## src/rtl/pg_block.sv

```systemverilog
// Registered 4-bit propagate/generate front end for a carry-lookahead adder.
// Optional group propagate/generate outputs gp/gg under macro PG_GROUP_EN.
module pg_block #(
    parameter bit PROP_XOR = 1'b1
) (
    input  logic clk,
    input  logic rst_n,
    input  logic in_valid,
    input  logic a1,
    input  logic a2,
    input  logic a3,
    input  logic a4,
    input  logic b1,
    input  logic b2,
    input  logic b3,
    input  logic b4,
    output logic p1,
    output logic p2,
    output logic p3,
    output logic p4,
    output logic g1,
    output logic g2,
    output logic g3,
    output logic g4,
    output logic out_valid
`ifdef PG_GROUP_EN
    ,
    output logic gp,
    output logic gg
`endif
);

    logic [3:0] a_vec;
    logic [3:0] b_vec;
    logic [3:0] p_d;
    logic [3:0] g_d;
    logic [3:0] p_q;
    logic [3:0] g_q;
    logic       vld_q;

    // Bit 0 of each vector is index 1 (LSB).
    assign a_vec = {a4, a3, a2, a1};
    assign b_vec = {b4, b3, b2, b1};

    assign g_d = a_vec & b_vec;
    assign p_d = PROP_XOR ? (a_vec ^ b_vec) : (a_vec | b_vec);

    always_ff @(posedge clk or negedge rst_n) begin
        if (!rst_n) begin
            p_q   <= 4'b0000;
            g_q   <= 4'b0000;
            vld_q <= 1'b0;
        end else begin
            vld_q <= in_valid;
            if (in_valid) begin
                p_q <= p_d;
                g_q <= g_d;
            end
        end
    end

    assign {p4, p3, p2, p1} = p_q;
    assign {g4, g3, g2, g1} = g_q;
    assign out_valid = vld_q;

`ifdef PG_GROUP_EN
    logic gp_d;
    logic gg_d;
    logic gp_q;
    logic gg_q;

    // Built from the incoming p/g so the group terms line up with p1..p4.
    assign gp_d = &p_d;
    assign gg_d = g_d[3]
                | (p_d[3] & g_d[2])
                | (p_d[3] & p_d[2] & g_d[1])
                | (p_d[3] & p_d[2] & p_d[1] & g_d[0]);

    always_ff @(posedge clk or negedge rst_n) begin
        if (!rst_n) begin
            gp_q <= 1'b0;
            gg_q <= 1'b0;
        end else if (in_valid) begin
            gp_q <= gp_d;
            gg_q <= gg_d;
        end
    end

    assign gp = gp_q;
    assign gg = gg_q;
`endif

endmodule

```

## config.mk

```make
export PLATFORM = sky130hd
export DESIGN_NAME = pg_block
export DESIGN_NICKNAME = d
export VERILOG_FILES = /design/src/rtl/pg_block.sv
export SDC_FILE = /design/constraint.sdc
export NUM_CORES = 1
export LEC_CHECK = 0
export CORE_AREA = 2 2 39 41
export CTS_BUF_LIST = sky130_fd_sc_hd__clkbuf_8
export CTS_CLUSTER_SIZE = 28
export DETAILED_ROUTE_END_ITERATION = 6
export DIE_AREA = 0 0 41 43
export SETUP_SLACK_MARGIN = 0.5
export SYNTH_ARGS = -nofsm -noshare
export SYNTH_HDL_FRONTEND = slang
export SYNTH_SLANG_ARGS = --single-unit
```

## constraint.sdc

```tcl
create_clock -name clk -period 1.2 [get_ports clk]
set_clock_uncertainty 0.2 [all_clocks]
set_input_delay 0.36 -clock clk [delete_from_list [all_inputs] [get_ports clk]]
set_output_delay 0.36 -clock clk [all_outputs]
set_load 0.05 [all_outputs]
```

# Word-level counts from Yosys, hierarchy flattened
# Cells that the tools add are included.
[classes]
add_sub_neg = 0
multipliers = 0
div_mod_pow = 0
n_lt_le_gt_ge = 0
n_eq_ne = 0
shift = 0
n_mux = 0
bitwise_logic = 2
reduce_logical = 0
[ops]
columns = ["cell", "n"]
rows = [
  ["4-bit AND", 1],
  ["4-bit XOR", 1],
]
[totals]
regBits = 9
latchBits = 0
ramBits = 0
rom_bits = 0
output_inout_bits = 9
elab_cells = 5
mem_count = 0

# Longest topological paths before layout
[logic_depth]
ltp_word = 1
depth_mapped = 2

# Worst setup path before layout
# Ideal clock, no wire load.
[synth_timing]
kind = "register to register"
start = "register, netlist name g_q[0]"
end = "register g_q[0]"
setup_time_ns = 0.125
arrival_ns = 0.869
required_ns = 0.875
path_slack_ns = 0.006
path_stages_with_launch = 2
period_less_slack_ns = 1.194
cell_sequence = "dfrtp_1 > mux2_4"
[synth_rtl]
columns = ["element", "line_no", "source"]
rows = [
  ["to (signal assigned)", "57", "g_q <= g_d;"],
  ["to (decl)", "38", "logic [3:0] g_q;"],
]

# Worst setup path after layout
[layout_timing]
start = "register g_q[3]"
end = "output port g4"
[layout_rtl]
columns = ["element", "line_no", "source"]
rows = [
  ["to (decl)", "24", "output logic g4,"],
]
# No word-level cell between the ends.

==> metrics.yaml <==
power_and_ir_drop:
  switching_power_mw: 0.3354
  switching_share_pct: 29.39
  design_power_total_mw: 1.141
  pwr-share-seq_pct: 33.7
  p_int_mw: 0.8056
  power_density_nw_per_um2: 1308
  combPwrFrac_pct: 36.8
  pwr-share-clk_pct: 29.4
  leakagePower_nw: 0.3988
  irDropWorstVdd_mv: 0.6208
clocking:
  clockBufferDepth: 2
  clk_pin_slew_ns: 0.04
  cts_tree: "done"
  clk_latency_ns: 0.23
  cts_inserted_buffers: 3
  htree_levels: 1
  cts_sinks: 9
  root_buffer: "clkbuf_8"
sta:
  final_hold_viol_count: 9
  slew_headroom_pct: 93.13
  setup_violations: 9
  clock.fmax_mhz: 727.7
  worst_slew_pin_slew_ns: 0.1031
  post-route-period-util_pct: 114.5
  rsz0062_at_grt: "true"
  slew_viol_final: 0
  finalWorstPathRequiredPeriod_ns: 1.374
  setup_ws_ns: -0.1742
  whs_ns: -0.03844
yosys:
  synthesis.area_um2: 406.6
  synth-seq-cells: 9
  syn_nets: 37
  synthDistinctLibCells: 4
  yosysTopAreaCellShare_pct: 55.38
  ys_seq_area_share_pct: 55.38
  synth_area_leaders: "dfrtp_1, mux2_4, ha_1"
  synth_compound_area_share_pct: 0
  yosysTopAreaCell: "dfrtp_1"
  yosys.area_share.simple_pct: 0
  synth_cells: 22
  yosysWarningCount: 0
  synthAdderAreaFrac_pct: 12.31
  synth_top_family_by_area: "multiplexers"
  avgSynthCellArea_um2: 18.48
  synth.area.mux_share_pct: 29.54
  synth_xor_xnor_area_share_pct: 0
place:
  port_buffers: 19
  dpl_cell_area_um2: 787.0
  place_hpwl_um: 774.9
  gp_congestion: 0.6369
worst_setup_path:
  crit_buf_inv: 1
  cpMaxStageDelayCell: "dfrtp_2"
  required_ns: 0.64
  crit_arrival_ns: 0.81
  reg2reg_from: "g_q[2]$_DFFE_PN0P_"
  critical_path.max_fanout: 2
  endpoint: "g4"
  crit_chain: "buf_12"
  path_class: "reg -> out"
  cp_top_family: "flip-flops"
  cpPeakStageDelay_ns: 0.43
  critPathCaptureType: "primary output"
  startpoint: "g_q[3]$_DFFE_PN0P_"
  r2r_setup_slack_ns: 0.07
  cp-start-kind: "flip-flop"
  cp.depth: 1
  r2r_cells: 2
  crit-reg2reg-capture: "g_q[2]$_DFFE_PN0P_"
die:
  core_um2: 1384
  fp-row-count: 14
  die_area_um2: 1763
  die_h_um: 43
  die_x_um: 41
  start_util_pct: 29.39
  ios: 20
final_layout:
  layout-drive-gt1-share_pct: 96.00
  fin_nets: 66
  area.growth.synth_to_final_pct: 114.5
  final_area_um2: 872.1
  nFillCells: 103
  antenna_cells: 0
  finish.utilization_pct: 63.02
routing:
  first_iter_violations: 0
  drc: 0
  drtAntennaViolNets: 0
  wl_per_cell_um: 14.27
  first_pass_iters: 1
  num_vias: 285
  routed_wl_um: 942
  viasPerCell: 4.318
global_route:
  grt-ovfl-total: 0
  grt_max_degree: 7
  grt_pass1_vias: 351
  grt_usage_pct: 13.52
  grt_pass1_wl_mm: 1.483
  antenna_found_initial: 0
worst_hold_path:
  hp-class: "in -> async"
outcome:
  outcome: "finished with violations"
  violations: "negative hold slack, negative setup slack"
job:
  cap_violations: 0
==> worst register-to-register path, stage by stage, from the launching register on <==
cell     delay (ns)
dfrtp_2        0.42
buf_6          0.12
mux2_4         0.26
==> per-stage QoR <==
stage	worst slack (ns)	TNS (ns)	std cells
2_1_floorplan	0.06663	0	22
3_3_place_gp	-0.4449	-3.514	60
3_5_place_dp	-0.4684	-3.674	60
4_1_cts	-0.1706	-1.480	66
5_1_grt	-0.1865	-1.583	66
6_report	-0.1742	-1.441	66
==> cells in the mapped netlist, drive strengths merged <==
| library cell | number |
|---|---|
| dfrtp | 9 |
| mux2 | 8 |
| buf | 1 |
| ha | 4 |
==> what timing repair did <==
action                                  in CTS  in global routing
hold endpoints to repair                     9                  9
resized for setup                           47                  4
endpoints found under the setup margin      27                 18
buffers inserted                             2                  0
pin swaps                                    2                  0
==> placed cells by master (no fill, tap or decap), drive strengths merged <==
master	instances
buf	24
ha	4
mux2	8
dlygate4sd2	1
clkbuf	3
inv	1
dfrtp	9
==> layer usage <==
metal	up-vias	GRT usage (%)	wire length (um)
li1	132	-	-
met3	2	5.236	66
met2	12	21.25	538
met4	0	8.000	7
met5	-	0	0
met1	139	14.38	330
==> power by group through the flow <==
stage / combinational, mW / clock (mW) / sequential [mW]
floorplan: 0.0726 / 0 / 0.488
global placement: 0.398 / 0 / 0.386
detailed placement: 0.407 / 0 / 0.389
CTS: 0.420 / 0.345 / 0.384
global route: 0.439 / 0.361 / 0.388
finish: 0.420 / 0.336 / 0.385
==> cell type report <==
type,count,area [um^2],share of cell area (%)
clock inverter,1,3.754,0.4304
tap,16,20.02,2.296
sequential,9,236.5,27.12
multi-input combinational,12,220.2,25.25
clock buffer,3,41.29,4.735
timing repair buffer,25,350.3,40.17
==> logic make-up after synthesis <==
family                     after synthesis
DFF                                      9
muxes                                    8
adders and majority gates                4
buffers and inverters                    1
==> registers in the layout, indices dropped and copies added, names as in the netlist <==
name	flops
g_q	4
p_q	4
out_valid	1
==> worst min path at each step <==
stage                             from                  to  slack [ns]  cells past startpoint
floorplan                        rst_n  g_q[0]$_DFFE_PN0P_       -0.14                      0
global placement    g_q[3]$_DFFE_PN0P_  g_q[3]$_DFFE_PN0P_        0.34                      1
detailed placement  p_q[2]$_DFFE_PN0P_  p_q[2]$_DFFE_PN0P_        0.34                      1
CTS                              rst_n  g_q[0]$_DFFE_PN0P_       -0.04                      2
global route                     rst_n  p_q[3]$_DFFE_PN0P_       -0.04                      2
finish                           rst_n  g_q[3]$_DFFE_PN0P_       -0.04                      2
Note: power is estimated with default switching activity, not from simulation.
